## src/rtl/stack_arbiter_if.sv

```systemverilog
// stack_arbiter_if: bundles the two client request buses, read-back bus and stack command/status bus.
//   A_/B_Push, A_/B_Pop, A_/B_Data : client requests (master -> slave)
//   A_/B_Gnt, A_/B_Err             : client completion / reject pulses (slave -> master)
//   Rd_Data, Rd_Id, Rd_Valid       : popped value, its owner, valid pulse (slave -> master)
//   Stk_Push, Stk_Pop, Stk_Data_In : stack command (slave -> master)
//   Stk_Data_Out, Stk_Full, Stk_Empty : stack read data and status (master -> slave)
interface stack_arbiter_if #(parameter int DW = 4);
   logic          A_Push, A_Pop, A_Gnt, A_Err;
   logic [DW-1:0] A_Data;
   logic          B_Push, B_Pop, B_Gnt, B_Err;
   logic [DW-1:0] B_Data;
   logic [DW-1:0] Rd_Data;
   logic          Rd_Id, Rd_Valid;
   logic          Stk_Push, Stk_Pop;
   logic [DW-1:0] Stk_Data_In;
   logic [DW-1:0] Stk_Data_Out;
   logic          Stk_Full, Stk_Empty;
   modport slave (
      input  A_Push, A_Pop, A_Data, B_Push, B_Pop, B_Data, Stk_Data_Out, Stk_Full, Stk_Empty,
      output A_Gnt, A_Err, B_Gnt, B_Err, Rd_Data, Rd_Id, Rd_Valid, Stk_Push, Stk_Pop, Stk_Data_In
   );
   modport master (
      output A_Push, A_Pop, A_Data, B_Push, B_Pop, B_Data, Stk_Data_Out, Stk_Full, Stk_Empty,
      input  A_Gnt, A_Err, B_Gnt, B_Err, Rd_Data, Rd_Id, Rd_Valid, Stk_Push, Stk_Pop, Stk_Data_In
   );
endinterface

```

## src/rtl/stack_arbiter.sv

```systemverilog
// stack_arbiter: arbitrates two clients onto a single stack, one transaction in flight at a time.
//   Clk  : single clock, rising edge
//   RstN : synchronous reset, active-high despite the name
//   bus  : stack_arbiter_if.slave (client requests/pulses, read-back, stack command/status)
//   DW   : data width; must match the DW of the connected interface
// Build option: define STACK_ARB_FIXED_PRIO_EN to make client A win every tie;
// otherwise ties are resolved round-robin against the last winner.
module stack_arbiter #(parameter int DW = 4) (
   input  logic           Clk,
   input  logic           RstN,
   stack_arbiter_if.slave bus
);
   typedef enum logic [1:0] {IDLE, ISSUE, RD_WAIT, DONE} state_t;
   state_t        state, state_nxt;
   logic          a_req, b_req, any_req, sel_b;
   logic          w_push, w_pop, w_err, go;
   logic [DW-1:0] w_data;
   logic          win_id, win_pop, win_err;
   logic          stk_push, stk_pop, rd_id;
   logic [DW-1:0] stk_data_in, rd_data;
`ifndef STACK_ARB_FIXED_PRIO_EN
   logic          last_b;
`endif
   assign a_req   = bus.A_Push | bus.A_Pop;
   assign b_req   = bus.B_Push | bus.B_Pop;
   assign any_req = a_req | b_req;
`ifdef STACK_ARB_FIXED_PRIO_EN
   assign sel_b = b_req & ~a_req;
`else
   // on a tie, B wins only if A was the last client served
   assign sel_b = b_req & (~a_req | ~last_b);
`endif
   assign w_push = sel_b ? bus.B_Push : bus.A_Push;
   assign w_pop  = sel_b ? bus.B_Pop  : bus.A_Pop;
   assign w_data = sel_b ? bus.B_Data : bus.A_Data;
   // both ops at once, push into full or pop from empty are rejected without touching the stack
   assign w_err  = (w_push & w_pop) | (w_push & bus.Stk_Full) | (w_pop & bus.Stk_Empty);
   assign go     = (state == IDLE) & any_req & ~w_err;
   always_ff @(posedge Clk) begin
      if (RstN) state <= IDLE;
      else      state <= state_nxt;
   end
   always_comb begin
      state_nxt = state;
      case (state)
         IDLE:    state_nxt = !any_req ? IDLE : (w_err ? DONE : ISSUE);
         ISSUE:   state_nxt = win_pop ? RD_WAIT : DONE;
         RD_WAIT: state_nxt = DONE;
         default: state_nxt = IDLE;
      endcase
   end
   always_ff @(posedge Clk) begin
      if (RstN) begin
         win_id      <= 1'b0;
         win_pop     <= 1'b0;
         win_err     <= 1'b0;
         stk_push    <= 1'b0;
         stk_pop     <= 1'b0;
         stk_data_in <= '0;
         rd_data     <= '0;
         rd_id       <= 1'b0;
`ifndef STACK_ARB_FIXED_PRIO_EN
         last_b      <= 1'b1;
`endif
      end else begin
         // command pulses are registered so they line up exactly with the ISSUE cycle
         stk_push <= go & w_push;
         stk_pop  <= go & w_pop;
         if (state == IDLE && any_req) begin
            win_id      <= sel_b;
            win_pop     <= w_pop;
            win_err     <= w_err;
            stk_data_in <= w_data;
         end
         if (state == RD_WAIT) begin
            rd_data <= bus.Stk_Data_Out;
            rd_id   <= win_id;
         end
`ifndef STACK_ARB_FIXED_PRIO_EN
         if (state == DONE) last_b <= win_id;
`endif
      end
   end
   always_comb begin
      bus.A_Gnt    = (state == DONE) & ~win_err & ~win_id;
      bus.A_Err    = (state == DONE) &  win_err & ~win_id;
      bus.B_Gnt    = (state == DONE) & ~win_err &  win_id;
      bus.B_Err    = (state == DONE) &  win_err &  win_id;
      bus.Rd_Valid = (state == DONE) & ~win_err &  win_pop;
   end
   assign bus.Stk_Push    = stk_push;
   assign bus.Stk_Pop     = stk_pop;
   assign bus.Stk_Data_In = stk_data_in;
   assign bus.Rd_Data     = rd_data;
   assign bus.Rd_Id       = rd_id;
endmodule

```

## src/flat_wrapper.sv

```systemverilog
// flat-port wrapper written by rule: the top's interface ports become plain ports
module stack_arbiter_flat 
#(parameter int DW = 4)
  (Clk, RstN, bus_A_Push, bus_A_Pop, bus_A_Data, bus_B_Push, bus_B_Pop, bus_B_Data, bus_Stk_Data_Out, bus_Stk_Full, bus_Stk_Empty, bus_A_Gnt, bus_A_Err, bus_B_Gnt, bus_B_Err, bus_Rd_Data, bus_Rd_Id, bus_Rd_Valid, bus_Stk_Push, bus_Stk_Pop, bus_Stk_Data_In);
  stack_arbiter_if #(.DW(DW)) bus_i ();
  input  logic Clk;
  input  logic RstN;
  input wire logic [$bits(bus_i.A_Push)-1:0] bus_A_Push;
  input wire logic [$bits(bus_i.A_Pop)-1:0] bus_A_Pop;
  input wire logic [$bits(bus_i.A_Data)-1:0] bus_A_Data;
  input wire logic [$bits(bus_i.B_Push)-1:0] bus_B_Push;
  input wire logic [$bits(bus_i.B_Pop)-1:0] bus_B_Pop;
  input wire logic [$bits(bus_i.B_Data)-1:0] bus_B_Data;
  input wire logic [$bits(bus_i.Stk_Data_Out)-1:0] bus_Stk_Data_Out;
  input wire logic [$bits(bus_i.Stk_Full)-1:0] bus_Stk_Full;
  input wire logic [$bits(bus_i.Stk_Empty)-1:0] bus_Stk_Empty;
  output wire logic [$bits(bus_i.A_Gnt)-1:0] bus_A_Gnt;
  output wire logic [$bits(bus_i.A_Err)-1:0] bus_A_Err;
  output wire logic [$bits(bus_i.B_Gnt)-1:0] bus_B_Gnt;
  output wire logic [$bits(bus_i.B_Err)-1:0] bus_B_Err;
  output wire logic [$bits(bus_i.Rd_Data)-1:0] bus_Rd_Data;
  output wire logic [$bits(bus_i.Rd_Id)-1:0] bus_Rd_Id;
  output wire logic [$bits(bus_i.Rd_Valid)-1:0] bus_Rd_Valid;
  output wire logic [$bits(bus_i.Stk_Push)-1:0] bus_Stk_Push;
  output wire logic [$bits(bus_i.Stk_Pop)-1:0] bus_Stk_Pop;
  output wire logic [$bits(bus_i.Stk_Data_In)-1:0] bus_Stk_Data_In;
  assign bus_i.A_Push = bus_A_Push;
  assign bus_i.A_Pop = bus_A_Pop;
  assign bus_i.A_Data = bus_A_Data;
  assign bus_i.B_Push = bus_B_Push;
  assign bus_i.B_Pop = bus_B_Pop;
  assign bus_i.B_Data = bus_B_Data;
  assign bus_i.Stk_Data_Out = bus_Stk_Data_Out;
  assign bus_i.Stk_Full = bus_Stk_Full;
  assign bus_i.Stk_Empty = bus_Stk_Empty;
  assign bus_A_Gnt = bus_i.A_Gnt;
  assign bus_A_Err = bus_i.A_Err;
  assign bus_B_Gnt = bus_i.B_Gnt;
  assign bus_B_Err = bus_i.B_Err;
  assign bus_Rd_Data = bus_i.Rd_Data;
  assign bus_Rd_Id = bus_i.Rd_Id;
  assign bus_Rd_Valid = bus_i.Rd_Valid;
  assign bus_Stk_Push = bus_i.Stk_Push;
  assign bus_Stk_Pop = bus_i.Stk_Pop;
  assign bus_Stk_Data_In = bus_i.Stk_Data_In;
  stack_arbiter #(.DW(DW)) u_core (.Clk(Clk), .RstN(RstN), .bus(bus_i));
endmodule
```

## config.mk

```make
export PLATFORM = sky130hd
export DESIGN_NAME = stack_arbiter_flat
export DESIGN_NICKNAME = d
export VERILOG_FILES = /design/src/rtl/stack_arbiter_if.sv /design/src/rtl/stack_arbiter.sv /design/src/flat_wrapper.sv
export SDC_FILE = /design/constraint.sdc
export NUM_CORES = 1
export LEC_CHECK = 0
export ABC_CLOCK_PERIOD_IN_PS = 3550
export BUFFER_PORTS_ARGS = -buffer_cell sky130_fd_sc_hd__buf_2
export CAP_MARGIN = 20
export CORE_ASPECT_RATIO = 0.75
export CORE_MARGIN = 2
export CORE_UTILIZATION = 50
export CTS_CLUSTER_DIAMETER = 60
export CTS_CLUSTER_SIZE = 28
export DETAILED_ROUTE_END_ITERATION = 7
export PLACE_DENSITY = 0.82
export SKIP_LAST_GASP = 1
export SLEW_MARGIN = 20
export SYNTH_ARGS = -nofsm -noshare
export SYNTH_HDL_FRONTEND = slang
export SYNTH_SLANG_ARGS = --single-unit
export TNS_END_PERCENT = 10
```

## constraint.sdc

```tcl
create_clock -name Clk -period 3.55 [get_ports Clk]
set_clock_uncertainty 0.15 [all_clocks]
set_input_delay 0.1775 -clock Clk [delete_from_list [all_inputs] [get_ports Clk]]
set_output_delay 0.1775 -clock Clk [all_outputs]
set_load 0.01 [all_outputs]
```

==> metrics.txt <==
postcts setup bufs 0; I/O pins 36; metal2 WL between 800 and 900 µm; Setup Total Neg Slack 0 ns; vias slightly above 800; final setup fails 0; worst-case clock buffer depth 2; Site Rows 13; Final Hold Viols 0; Seq/Total Area, Yosys 0.384; WL met1 around 860 µm; H-tree depth 1; GRT Residual Overflow 0; outcome completed; final net count approximately 160; Relative slew margins 0.681; Cell variety after synth 30; PD cells approximately 600 nW/µm²; Mapped Cells 94; Seq cells post-synth 17; Clock Latency Late Sink roughly 0.30 ns; LEAKAGE about 0.57 nW; worst hold path type in2reg; ant diodes 0; Starting Density 0.519; peak supply drop around 0.38 mV; RSZ-0062 raised after global routing false; CTS Sinks 17; antenna-violating nets left 0; Die W ~53 µm; hpwl dp 1360 µm; Crit path required time between 3 and 4 ns; total CTS buffers 3; vias in the first global route roughly 600; top routing layer in use met4; fmax between 500 and 600 MHz; Place WS 2.02 ns; met3 WL post-DR roughly 130 µm; DR vias/cell between 5 and 6; Core Region 1710 µm²; Area Growth Syn to Fin 27.3%; first-pass GRT wire length 2790 µm; Tcrit/Tclk final 0.472; CP endpoint kind output port; average size of a mapped cell about 9.4 µm²; Port Buffers 35; hold-critical path depth 3; min Tclk post-route approximately 1.7 ns; crit-path max FO 7; Filler Cell Count 148; R2R depth 5; WL final between 1500 and 2000 µm; largest net degree at the start of global routing 17; CTS root buffer clkbuf_4; Die Ht between 40 and 50 µm; Pre-Repair DR Iteration Count 4; Remaining DRCs 0; Post-Syn Area about 890 µm²; Syn Nets around 120; die area about 2100 µm²; worst slew pin tran 0.476 ns; Iter 0 DRT Violations 11; Critical Path AT around 1.4 ns; Final Max Tran Viols 0; share of layout cells above drive strength 1 0.318; maxcap violations 0; initial antenna violation count 0; Pwr Total between 600 and 700 µW; routed length per instance 11.9 µm; CTS clk-pin slew, worst paths approximately 0.11 ns; GPL Wtd Cong 0.690; worst setup margin 1.88 ns; nature of the critical path startpoint flop; Ys Warns 0; kind of critical path reg2out; Overall Global Routing Usage 0.191; CTS tree built
==> kinds of logic after synthesis <==
kind of cell | Yosys count | share of synthesized area
adder cells (fa/ha/maj) | 5 | 0.0706
buffers and inverters | 8 | 0.0480
AND/OR/NAND/NOR | 34 | 0.186
multiplexers | 9 | 0.102
AO/OA/AOI/OAI | 21 | 0.209
flip-flops | 17 | 0.384
==> cell usage after synthesis (all sizes together) <==
master   number  area (µm²)
buf           3        23.8
nor2         17        63.8
and3          2        12.5
o41a          1        11.3
clkbuf        2        7.51
o31ai         1        7.51
mux2i         9        90.1
a211oi        4        30.0
and3b         3        26.3
o211ai        1        12.5
nand2         7        26.3
o32a          1        10.0
nor4b         1        8.76
o21ai         4        23.8
o31a          1        8.76
a31oi         1        6.26
ha            5        62.6
a211o         1        8.76
o21a          2        15.0
nor2b         2        12.5
a21boi        2        15.0
nand3b        1        7.51
o41ai         1        27.5
o2bb2ai       1        8.76
inv           3        11.3
dfxtp        17         340
nor3b         1        7.51
==> per-layer routing <==
metal | global-route usage | up-vias
met1 | 0.259 | 367
met4 | 0.0769 | 0
met3 | 0.0634 | 2
li1 | - | 409
met2 | 0.278 | 29
met5 | 0 | -
==> final timing paths <==
path,endpoint,slack [ns],from
worst min-delay path,u_core.bus.Stk_Data_In[2],0.05,bus_B_Data[2]
worst max-delay path,bus_A_Gnt,1.88,u_core.state[1]
worst min register to register,u_core.bus.Rd_Data[3],0.35,u_core.bus.Rd_Data[3]
worst max register to register,u_core.bus.Stk_Data_In[1],2.00,u_core.state[0]
==> worst max-delay path: stages (launching register included) <==
cell and delay, ns:
dfxtp_1 0.40, ha_1 0.28, nor3b_1 0.20, buf_2 0.16
==> layout make-up <==
| type | instances | area, µm² | area share |
|---|---|---|---|
| Multi-Input combinational cell | 69 | 503 | 0.446 |
| Timing Repair Buffer | 39 | 215 | 0.191 |
| Clock buffer | 3 | 22.5 | 0.0200 |
| Clock inverter | 1 | 7.51 | 0.00666 |
| Sequential cell | 17 | 340 | 0.302 |
| Inverter | 3 | 11.3 | 0.00999 |
| Tap cell | 22 | 27.5 | 0.0244 |
==> cells in the final DEF, fill, tap and decap left out <==
master / count
o21a_1: 2
o21ai_0: 3
nor2b_1: 2
o41a_1: 1
o31a_1: 1
nor2_1: 17
and3_1: 2
nor3b_1: 1
o2bb2ai_1: 1
mux2i_1: 9
a31oi_1: 1
o41ai_4: 1
o31ai_1: 1
buf_2: 35
and3b_1: 3
nor4b_1: 1
a211o_1: 1
dlygate4sd3_1: 4
a21boi_0: 2
clkbuf_4: 3
o21ai_2: 1
nand3b_1: 1
clkinvlp_4: 1
nand2_1: 7
ha_1: 5
o211ai_2: 1
o32a_1: 1
a211oi_1: 4
inv_1: 3
dfxtp_1: 17
==> state kept, by name, indices dropped and copies added, names as in the netlist <==
register                cells
u_core.win_pop              1
u_core.bus.Stk_Data_In      4
u_core.bus.Rd_Data          4
u_core.state                2
u_core.bus.Stk_Push         1
u_core.bus.Stk_Pop          1
u_core.bus.Rd_Id            1
u_core.last_b               1
u_core.win_id               1
u_core.win_err              1
==> timing repair <==
action / in CTS / in global routing
hold buffers: 4 / 0
endpoints found under the hold margin: 4 / 0
resized for setup: 0 / 0
==> power breakdown <==
group | total, mW | switching, mW | internal, mW
combinational | 0.297 | 0.158 | 0.139
clock | 0.112 | 0.0695 | 0.0430
sequential | 0.288 | 0.0422 | 0.245
==> metrics by stage <==
stage          utilization  instances  cell area (µm²)  hold WS [ns]
6_report             0.660        154             1130        0.0489
5_1_grt              0.660        154             1130        0.0472
4_1_cts              0.660        154             1130        0.0360
3_5_place_dp         0.619        146             1060         0.269
3_3_place_gp         0.619        146             1060         0.261
2_1_floorplan            -         94              886         0.100
Note: power is estimated with default switching activity, not from simulation.
